--- src/rtl/booth_r4_mult.sv ---
// rtl/booth_r4_mult.sv - radix-4 Booth multiplier with Request/Done handshake
// Fixed latency: ITER iterations plus one result-registration cycle.
module booth_r4_mult #(
    parameter int N_LEN = 8
) (
    input  logic                 Clock,
    input  logic                 nReset,
    input  logic                 Request,
    input  logic                 signed_mode,
    input  logic [N_LEN-1:0]     op1,
    input  logic [N_LEN-1:0]     op2,
    output logic                 Busy,
    output logic                 Done,
    output logic [2*N_LEN-1:0]   Result,
    output logic [1:0]           Q_out
);
    localparam int ITER = N_LEN / 2 + 1;
    localparam int W    = N_LEN + 2;
    localparam int CW   = $clog2(ITER + 1);

    typedef enum logic [1:0] {
        S_IDLE = 2'b00,
        S_CALC = 2'b01,
        S_DONE = 2'b10
    } state_t;

    state_t               state_q, state_d;
    logic [W:0]           a_q, a_d;
    logic [W-1:0]         q_q, q_d;
    logic                 qm1_q, qm1_d;
    logic [W-1:0]         m_q, m_d;
    logic [CW-1:0]        cnt_q, cnt_d;
    logic [2*N_LEN-1:0]   result_q, result_d;
    logic                 busy_q, busy_d;
    logic                 done_q, done_d;

    logic [W:0]           m_w;
    logic [W:0]           pp;
    logic [W:0]           a_sum;
    logic [2*W+1:0]       shifted;

    always_comb begin
        state_d  = state_q;
        a_d      = a_q;
        q_d      = q_q;
        qm1_d    = qm1_q;
        m_d      = m_q;
        cnt_d    = cnt_q;
        result_d = result_q;

        // Booth digit from {Q[1],Q[0],q_m1}; A is one bit wider than M to hold +-2M
        m_w = {m_q[W-1], m_q};
        case ({q_q[1:0], qm1_q})
            3'b001, 3'b010: pp = m_w;
            3'b011:         pp = m_w << 1;
            3'b100:         pp = -(m_w << 1);
            3'b101, 3'b110: pp = -m_w;
            default:        pp = '0;
        endcase
        a_sum   = a_q + pp;
        shifted = $signed({a_sum, q_q, qm1_q}) >>> 2;

        case (state_q)
            S_IDLE: begin
                if (Request) begin
                    m_d     = signed_mode ? {{2{op1[N_LEN-1]}}, op1} : {2'b00, op1};
                    q_d     = signed_mode ? {{2{op2[N_LEN-1]}}, op2} : {2'b00, op2};
                    a_d     = '0;
                    qm1_d   = 1'b0;
                    cnt_d   = '0;
                    state_d = S_CALC;
                end
            end
            S_CALC: begin
                if (cnt_q < CW'(ITER)) begin
                    a_d   = shifted[2*W+1:W+1];
                    q_d   = shifted[W:1];
                    qm1_d = shifted[0];
                    cnt_d = cnt_q + CW'(1);
                end else begin
                    result_d = {a_q[N_LEN-3:0], q_q};
                    state_d  = S_DONE;
                end
            end
            S_DONE: begin
                if (!Request) state_d = S_IDLE;
            end
            default: state_d = S_IDLE;
        endcase

        busy_d = (state_d == S_CALC) && (cnt_d < CW'(ITER));
        done_d = (state_d == S_DONE);
    end

    always_ff @(posedge Clock or negedge nReset) begin
        if (!nReset) begin
            state_q  <= S_IDLE;
            a_q      <= '0;
            q_q      <= '0;
            qm1_q    <= 1'b0;
            m_q      <= '0;
            cnt_q    <= '0;
            result_q <= '0;
            busy_q   <= 1'b0;
            done_q   <= 1'b0;
        end else begin
            state_q  <= state_d;
            a_q      <= a_d;
            q_q      <= q_d;
            qm1_q    <= qm1_d;
            m_q      <= m_d;
            cnt_q    <= cnt_d;
            result_q <= result_d;
            busy_q   <= busy_d;
            done_q   <= done_d;
        end
    end

    assign Busy   = busy_q;
    assign Done   = done_q;
    assign Result = result_q;
    assign Q_out  = state_q;

endmodule

--- config.mk ---
export PLATFORM = sky130hd
export DESIGN_NAME = booth_r4_mult
export DESIGN_NICKNAME = d
export VERILOG_FILES = /design/src/rtl/booth_r4_mult.sv
export SDC_FILE = /design/constraint.sdc
export NUM_CORES = 1
export LEC_CHECK = 0
export ABC_CLOCK_PERIOD_IN_PS = 2900
export CORE_UTILIZATION = 30
export CTS_CLUSTER_DIAMETER = 30
export DETAILED_ROUTE_END_ITERATION = 8
export GPL_ROUTABILITY_DRIVEN = 1
export MAX_ROUTING_LAYER = met4
export PLACE_DENSITY = 0.56
export SLEW_MARGIN = 20
export SYNTH_ARGS = -nofsm -noshare
export SYNTH_HDL_FRONTEND = slang
export SYNTH_SLANG_ARGS = --single-unit
export TNS_END_PERCENT = 10
--- constraint.sdc ---
create_clock -name Clock -period 2.9 [get_ports Clock]
set_input_delay 0.435 -clock Clock [delete_from_list [all_inputs] [get_ports Clock]]
set_output_delay 0.435 -clock Clock [all_outputs]
set_load 0.02 [all_outputs]
# Word level (Yosys, flattened, before mapping)

Index checks and enable logic that the tools add are counted.
Widths: inputs -> output; s select.

Register bits after elaboration: 55
Output and inout bits: 20

Add/subtract/negate cells: 4
Order comparisons: 2
Eq/ne operators: 12
Mux-type cells: 19
Bitwise gates (word level): 1
Reductions and logical operators: 8

Operators with widths:

| operator            | number |
|---|---|
| $pmux 11 s4         | 1 |
| $mux 10             | 4 |
| $mux 11             | 2 |
| $neg 11->11         | 2 |
| $pmux 11 s2         | 1 |
| $pmux 10 s2         | 1 |
| $add 11x11->11      | 1 |
| $eq 3x3->1 const B  | 3 |
| $eq 3x2->1 const B  | 2 |
| $lt 3x3->1 const B  | 2 |
| $mux 2              | 3 |
| $mux 3              | 2 |
| $pmux 2 s3          | 1 |
| $pmux 3 s2          | 1 |
| $eq 2x1->1 const B  | 2 |
| $eq 2x2->1 const B  | 2 |
| $ne 2x2->1 const B  | 2 |
| $reduce_and 2->1    | 2 |
| $reduce_or 2->1     | 2 |
| $add 3x1->3 const B | 1 |
| $eq 3x1->1 const B  | 1 |
| $reduce_and 3->1    | 1 |
| $logic_not 2->1     | 1 |
| $mux 1              | 2 |
| 4 further kinds     | 4 |

# Depth between registers and ports, before layout

Gate-level depths: netlist of run 1.

Word-level depth: 6
Mapped depth: 15
Gate-level depth less buffers: 15

# Worst setup path after synthesis of run 1

OpenSTA, ideal clock, no wires.

Path kind: register -> register
Start point: register m_q[0]
End point: register a_q[9]
Setup time: 0.070 ns
Arrival: 3.062 ns
Required time: 2.830 ns
Setup slack: -0.232 ns
Cell stages (with the launch flop): 16
Buffers on the path: 0
Path through: dfrtp_1 -> inv_1 -> ha_1 -> or3b_1 -> nor3_1 -> xnor2_1 -> mux2i_1 -> a2bb2oi_1 -> a21oi_1 -> ha_1 -> a21oi_1 -> o21ai_0 -> a21oi_1 -> o21a_1 -> mux2_2 -> nand4_1

Word-level cells in the longest chain between the ends: 5
Elaborated cells on any way between the ends: 6

RTL lines:

| element                               | RTL line | source |
|---|---|---|
| start, declared                       | 31       | `logic [W-1:0] m_q, m_d;` |
| start signal, assigned                | 111      | `m_q <= m_d;` |
| $neg 11->11, on equally long branches | 57, 56   |  |
| $pmux 11 s4 *                         | 53       | `case ({q_q[1:0], qm1_q})` |
| $add 11x11->11 *                      | 60       | `a_sum = a_q + pp;` |
| $mux 11 *                             | 75       | `if (cnt_q < CW'(ITER)) begin` |
| $pmux 11 s2 *                         | 63       | `case (state_q)` |
| end signal, assigned                  | 98       | `a_q <= '0;` |
| end signal, assigned                  | 108      | `a_q <= a_d;` |
| end, declared                         | 28       | `logic [W:0] a_q, a_d;` |

Every way passes the cells marked *; elsewhere a longest branch is shown, timed or not. The select of a mux whose other input is x is not followed.
A chain may end at the register's enable or synchronous reset.

# Final worst setup path of run 1

Start point: register m_q[1]
End point: register a_q[7]

The elaborated chain is that of the path after synthesis.

==> results.py, run 1 <==
metrics = {
    "drt": {
        "wl_per_cell_um": 13.96,
        "drt_first_iter_violations": 73,
        "drc": 0,
        "viasPerCell": 4.834,
        "vias": 2591,
        "wl_um": 7483,
        "ant_nets": 0,
        "drtPass1Iterations": 4,
    },
    "logic_synthesis": {
        "synth_edf_count": 0,
        "yosysSeqAreaShare": 0.4199,
        "ys.warnings.count": 0,
        "synth_top_area_cell": "dfrtp_1",
        "ys.flop_type": "dfrtp_1",
        "synth_cell_types": 51,
        "syn_area_per_cell_um2": 9.685,
        "syn_nets": 353,
        "synth_top_area_frac": 0.4199,
        "async_reset_ff_frac": 1.000,
        "yosys_register_bits": 52,
        "syn-cell-area_um2": 3099,
        "synth_area_leaders": "dfrtp_1 42%, mux2_2 8.4%, o21ai_0 5.0%",
        "synth_cells": 320,
    },
    "sta": {
        "worst_slew_pin_slew_ns": 0.8717,
        "hold_violations": 0,
        "slew_headroom": 0.4189,
        "setup_viol": 3,
        "skew_ns": 0.009606,
        "final_max_slew_viol_count": 0,
        "fin_crit_sh": 1.056,
        "setup_ws_ns": -0.1611,
        "fmax_mhz": 326.7,
        "fin_crit_ns": 3.061,
        "rsz0062_at_grt": "true",
    },
    "flow_run": {
        "maxCapViolations": 0,
    },
    "die": {
        "io_pins": 40,
        "core_um2": 9910,
        "die_y_um": 103.6,
        "start_util": 0.3128,
        "dieWidth_um": 103.6,
        "die_area_um2": 10740,
        "placementRows": 36,
    },
    "layout": {
        "antenna_cells": 0,
        "area_growth_pct": 34.92,
        "final_core_util": 0.4220,
        "nets": 435,
        "drive_gt1_frac": 0.2655,
        "fillers": 963,
    },
    "critical_path": {
        "path_buf_inv": 2,
        "arrival_ns": 3.27,
        "worstPathRequired_ns": 3.11,
        "cp-startpoint": "m_q[1]",
        "endpoint_kind": "register",
        "slowest_delay_ns": 0.43,
        "start_kind": "register",
        "critPathSlowestCell": "or3b_4",
        "r2r-start": "m_q[1]",
        "cp_max_fo": 4,
        "path_class": "register to register",
        "crit_chain": "inv_2 > ha_4 > or3b_4 > nor3_4 > xnor2_1 > mux2i_1 > a2bb2oi_1 > a21oi_1 > ha_1 > a21oi_4 > buf_6 > and2_1 > o211ai_1 > a31oi_1 > xor2_1 > o21ai_1",
        "cp_top_family": "compound AO/OA/AOI/OAI gates",
    },
    "grt": {
        "antenna_found_initial": 0,
        "overflow": 0,
        "first_global_vias": 2590,
        "grt.total_usage": 0.1503,
        "grt_pass1_wl_um": 12680,
        "grt_max_degree": 39,
    },
    "cts": {
        "cts_htree_levels": 2,
        "cts-root-buf": "clkbuf_8",
        "cts_inserted_buffers": 5,
        "cts_sinks": 52,
        "cts.clk_slew.worst_paths_ns": 0.10,
        "hold_buffers": 0,
        "cts_tree": "done",
        "clockBufferDepth": 2,
        "clkLatencyLatePin_ns": 0.31,
    },
    "pwr": {
        "power_density_nw_per_um2": 1324,
        "power.leakage_nw": 1.812,
        "power_mw": 5.537,
        "ir_drop_mv": 0.3901,
    },
    "placed_design": {
        "routabilityCongestion": 0.8630,
        "post-dp-hpwl_um": 5577,
        "io_buffers": 39,
    },
    "worst_hold_path": {
        "hold_path_class": "primary input to async pin",
    },
    "status": {
        "violations": "setup timing",
        "run_status": "finished with violations",
    },
}
==> state kept, by name, indices dropped and copies added (netlist names) <==
| signal | cells |
|---|---|
| m_q | 9 |
| qm1_q | 1 |
| Q_out | 2 |
| a_q | 9 |
| Busy | 1 |
| Done | 1 |
| cnt_q | 3 |
| q_q | 10 |
| Result | 16 |
==> cell usage in the layout (no fill, tap or decap), types with 5 or more instances in the layout <==
cell             count
a21oi_1             10
a221oi_1             5
a31oi_1              5
buf_4               51
clkbuf_8             6
clkdlybuf4s50_1     38
dfrtp_1             52
ha_1                10
inv_1                7
mux2_2              22
mux2i_1              9
nand2_1             38
nand2b_1             6
nand3_1              7
nor2_1              23
nor2b_1              8
o21ai_0             27
xnor2_1              6
xor2_1               7
==> layout make-up <==
cell class | count | area (µm²) | area share
Clock buffer | 6 | 82.58 | 0.01975
Clock inverter | 2 | 38.79 | 0.009276
Inverter | 10 | 37.54 | 0.008977
Multi-Input combinational cell | 242 | 1775 | 0.4246
Sequential cell | 52 | 1301 | 0.3112
Tap cell | 133 | 166.4 | 0.03980
Timing Repair Buffer | 91 | 779.5 | 0.1864
==> layer usage <==
layer | GRT usage | up-vias | part of all wire
met5 | - | - | 0
met4 | 0.03416 | 0 | 0.0086
met3 | 0.03335 | 8 | 0.032
met2 | 0.2234 | 52 | 0.44
met1 | 0.2078 | 1237 | 0.52
li1 | - | 1294 | -
==> repair_timing <==
| action | 4_1_cts | 5_1_grt |
|---|---|---|
| setup buffers | 4 | 2 |
| endpoints found under the setup margin | 2 | 6 |
| endpoints found under the hold margin | 0 | 0 |
| pin swaps | 10 | 15 |
| gates resized for setup | 6 | 11 |
==> where the power goes <==
group	internal (mW)	switching (mW)	total, mW
registers	1.05	0.304	1.36
clock network	0.283	0.254	0.537
logic	1.82	1.83	3.64
==> per-stage QoR <==
step	TNS (ns)	setup slack, ns	instance area [µm²]	hold WS, ns	instances
5_1_grt	-1.200	-0.3893	4182	0.2950	536
4_1_cts	-0.3412	-0.1615	4118	0.2635	534
6_report	-0.3229	-0.1611	4182	0.2202	536
3_3_place_gp	-0.1246	-0.1204	3944	0.4826	522
2_1_floorplan	-0.05517	-0.05517	3136	0.1394	320
3_5_place_dp	-0.2709	-0.2135	3944	0.4861	522
==> cells by family after synthesis <==
group / Yosys count / share of synthesized area
AOI/OAI and AO/OA: 76 / 0.1534
xor gates and xnor gates: 14 / 0.03956
adders and majority gates: 13 / 0.05490
buffers and inverters: 26 / 0.04077
DFF: 52 / 0.4199
muxes: 32 / 0.1126
and+or+nand+nor: 107 / 0.1789
==> cell usage after synthesis (2+ instances only) <==
| library cell | n |
|---|---|
| dfrtp_1 | 52 |
| nand2_1 | 39 |
| o21ai_0 | 31 |
| nor2_1 | 24 |
| mux2_2 | 23 |
| a21oi_1 | 14 |
| ha_1 | 12 |
| inv_1 | 9 |
| mux2i_1 | 9 |
| clkbuf_1 | 8 |
| nor2b_1 | 8 |
| xor2_1 | 8 |
| nand3_1 | 7 |
| nand2b_1 | 6 |
| xnor2_1 | 6 |
| a221oi_1 | 5 |
| a31oi_1 | 5 |
| buf_2 | 4 |
| nor3_1 | 4 |
| and2_1 | 3 |
| buf_6 | 3 |
| o211ai_1 | 3 |
| a22o_1 | 2 |
| a2bb2oi_1 | 2 |
| a32oi_1 | 2 |
| nand4_1 | 2 |
| nor2_4 | 2 |
| o21a_1 | 2 |
| o22ai_1 | 2 |
| or2_2 | 2 |
==> final timing paths <==
path                           to  slack [ns]  cells past startpoint
setup / recovery           a_q[7]       -0.16                     16
hold / removal             a_q[7]        0.22                      1
setup reg to reg           a_q[7]       -0.16                     16
hold reg to reg            a_q[7]        0.51                      2
max in group asynchronous  q_q[0]        2.01                      2
min in group Clock         a_q[7]        0.51                      2
Note: power is estimated with default switching activity, not from simulation.
==> inputs of run 2 (changes only) <==
--- a/config.mk
+++ b/config.mk
@@ -5,13 +5,13 @@
 export SDC_FILE = /design/constraint.sdc
 export NUM_CORES = 1
 export LEC_CHECK = 0
-export ABC_CLOCK_PERIOD_IN_PS = 2900
+export ABC_CLOCK_PERIOD_IN_PS = 3350
 export CORE_UTILIZATION = 30
 export CTS_CLUSTER_DIAMETER = 30
 export DETAILED_ROUTE_END_ITERATION = 8
 export GPL_ROUTABILITY_DRIVEN = 1
 export MAX_ROUTING_LAYER = met4
-export PLACE_DENSITY = 0.56
+export PLACE_DENSITY = 0.55
 export SLEW_MARGIN = 20
 export SYNTH_ARGS = -nofsm -noshare
 export SYNTH_HDL_FRONTEND = slang
==> constraint.sdc (replaced) <==
create_clock -name Clock -period 3.35 [get_ports Clock]
set_input_delay 0.5025 -clock Clock [delete_from_list [all_inputs] [get_ports Clock]]
set_output_delay 0.5025 -clock Clock [all_outputs]
set_load 0.02 [all_outputs]
==> results.py, run 2 (synthesis gave the netlist of run 1 again) <==
metrics = {
    "grt": {
        "first_global_vias": 2418,
        "grt.total_usage": 0.1423,
        "overflow": 0,
        "grt_pass1_wl_um": 11940,
        "grt_max_degree": 46,
        "antenna_found_initial": 0,
    },
    "die": {
        "start_util": 0.3128,
        "io_pins": 40,
        "placementRows": 36,
        "die_y_um": 103.6,
        "core_um2": 9910,
        "die_area_um2": 10740,
        "dieWidth_um": 103.6,
    },
    "sta": {
        "final.setup.tns_ns": 0,
        "fin_crit_ns": 3.136,
        "hold_violations": 0,
        "fmax_mhz": 318.9,
        "worst_slew_pin_slew_ns": 0.9292,
        "slew_headroom": 0.3805,
        "fin_crit_sh": 0.9361,
        "rsz0062_at_grt": "false",
        "skew_ns": 0.004628,
        "final_max_slew_viol_count": 0,
        "setup_viol": 0,
    },
    "critical_path": {
        "endpoint_kind": "register",
        "worstPathRequired_ns": 3.60,
        "path_class": "register to register",
        "arrival_ns": 3.38,
        "cp_max_fo": 4,
        "start_kind": "register",
    },
    "placed_design": {
        "routabilityCongestion": 0.8247,
        "io_buffers": 39,
        "post-dp-hpwl_um": 5263,
    },
    "drt": {
        "viasPerCell": 4.970,
        "drc": 0,
        "drt_first_iter_violations": 97,
        "wl_um": 7203,
        "ant_nets": 0,
        "wl_per_cell_um": 14.35,
        "drtPass1Iterations": 4,
        "vias": 2495,
    },
    "cts": {
        "cts_tree": "done",
        "cts.clk_slew.worst_paths_ns": 0.10,
        "cts_htree_levels": 2,
        "cts_inserted_buffers": 5,
        "clkLatencyLatePin_ns": 0.31,
        "cts-root-buf": "clkbuf_8",
        "clockBufferDepth": 2,
        "hold_buffers": 0,
        "cts_sinks": 52,
    },
    "layout": {
        "antenna_cells": 0,
        "area_growth_pct": 23.29,
        "nets": 401,
        "largest_reg_flops": 16,
        "layout_common_cells": "52 x dfrtp_1, 39 x nand2_1, 38 x clkdlybuf4s50_1, 29 x o21ai_0, 24 x nor2_1",
        "layout_commonest_cell": "dfrtp_1",
        "drive_gt1_frac": 0.1734,
    },
    "pwr": {
        "sequentialPowerShare": 0.297,
        "swShare": 0.4567,
        "combPwrFrac": 0.615,
        "power.share.clock": 0.088,
        "ir_drop_mv": 0.3962,
        "p_switching_mw": 1.916,
        "power.leakage_nw": 1.616,
        "power_mw": 4.196,
        "p_int_mw": 2.279,
        "power_density_nw_per_um2": 1098,
    },
    "status": {
        "run_status": "finished clean",
    },
    "flow_run": {
        "maxCapViolations": 0,
    },
    "worst_hold_path": {
        "hold_path_class": "primary input to async pin",
    },
}
[run 2: timing repair]
action / CTS / global route
setup buffers: 0 / 1
resized for setup: 0 / 9
endpoints found under the setup margin: 0 / 2
[run 2: final timing paths]
check | cells past startpoint | start | slack (ns) | end
worst max-delay path | 15 | m_q[0] | 0.21 | a_q[9]
min in group Clock | 2 | a_q[7] | 0.50 | a_q[7]
worst min register to register | 2 | a_q[7] | 0.50 | a_q[7]
max in group asynchronous | 2 | nReset | 2.62 | q_q[5]
worst min-delay path | 1 | nReset | 0.17 | m_q[4]
worst max register to register | 15 | m_q[0] | 0.21 | a_q[9]
[run 2: layer usage]
| layer | up-vias | global-route usage | part of all wire |
|---|---|---|---|
| met5 | - | - | 0 |
| met4 | 0 | 0.03623 | 0.010 |
| met3 | 7 | 0.02454 | 0.036 |
| met2 | 51 | 0.2200 | 0.47 |
| met1 | 1203 | 0.1927 | 0.49 |
| li1 | 1234 | - | - |
[run 2: final cells by class]
class,count,area [µm²]
Tap cell,133,166.4
Fill cell,1007,6088
Sequential cell,52,1301
Multi-Input combinational cell,242,1707
Timing Repair Buffer,57,523.0
Clock inverter,2,13.76
Clock buffer,6,72.57
Inverter,10,37.54
[run 2: stage by stage]
stage	utilization	area (µm²)	std cells	hold slack, ns	worst slack [ns]
final	0.3856	3821	502	0.1717	0.2142
after global routing	0.3856	3821	502	0.2298	0.02646
after detailed placement	0.3729	3695	493	0.4866	0.01794
after global placement	0.3729	3695	493	0.4846	0.1461
after CTS	0.3816	3781	501	0.3976	0.002257
after floorplan	-	3099	320	0.2069	0.2176
[run 2: power by group through the flow]
stage / Combinational (mW) / Sequential [mW] / Clock (mW)
3_3_place_gp: 2.51 / 1.24 / 0
2_1_floorplan: 1.80 / 1.22 / 0
4_1_cts: 2.55 / 1.23 / 0.387
3_5_place_dp: 2.54 / 1.25 / 0
5_1_grt: 2.87 / 1.29 / 0.412
6_report: 2.58 / 1.25 / 0.368
[run 2: critical path, cell delays in order, from the launching register on]
cell	delay, ns
dfrtp_1	0.40
inv_2	0.07
ha_1	0.17
or3b_4	0.43
nor3_4	0.14
xnor2_1	0.08
mux2i_1	0.17
a2bb2oi_1	0.18
a21oi_1	0.09
ha_1	0.36
a21oi_2	0.18
o21ai_1	0.09
a21oi_2	0.14
o21a_1	0.16
mux2_2	0.33
nand4_1	0.09
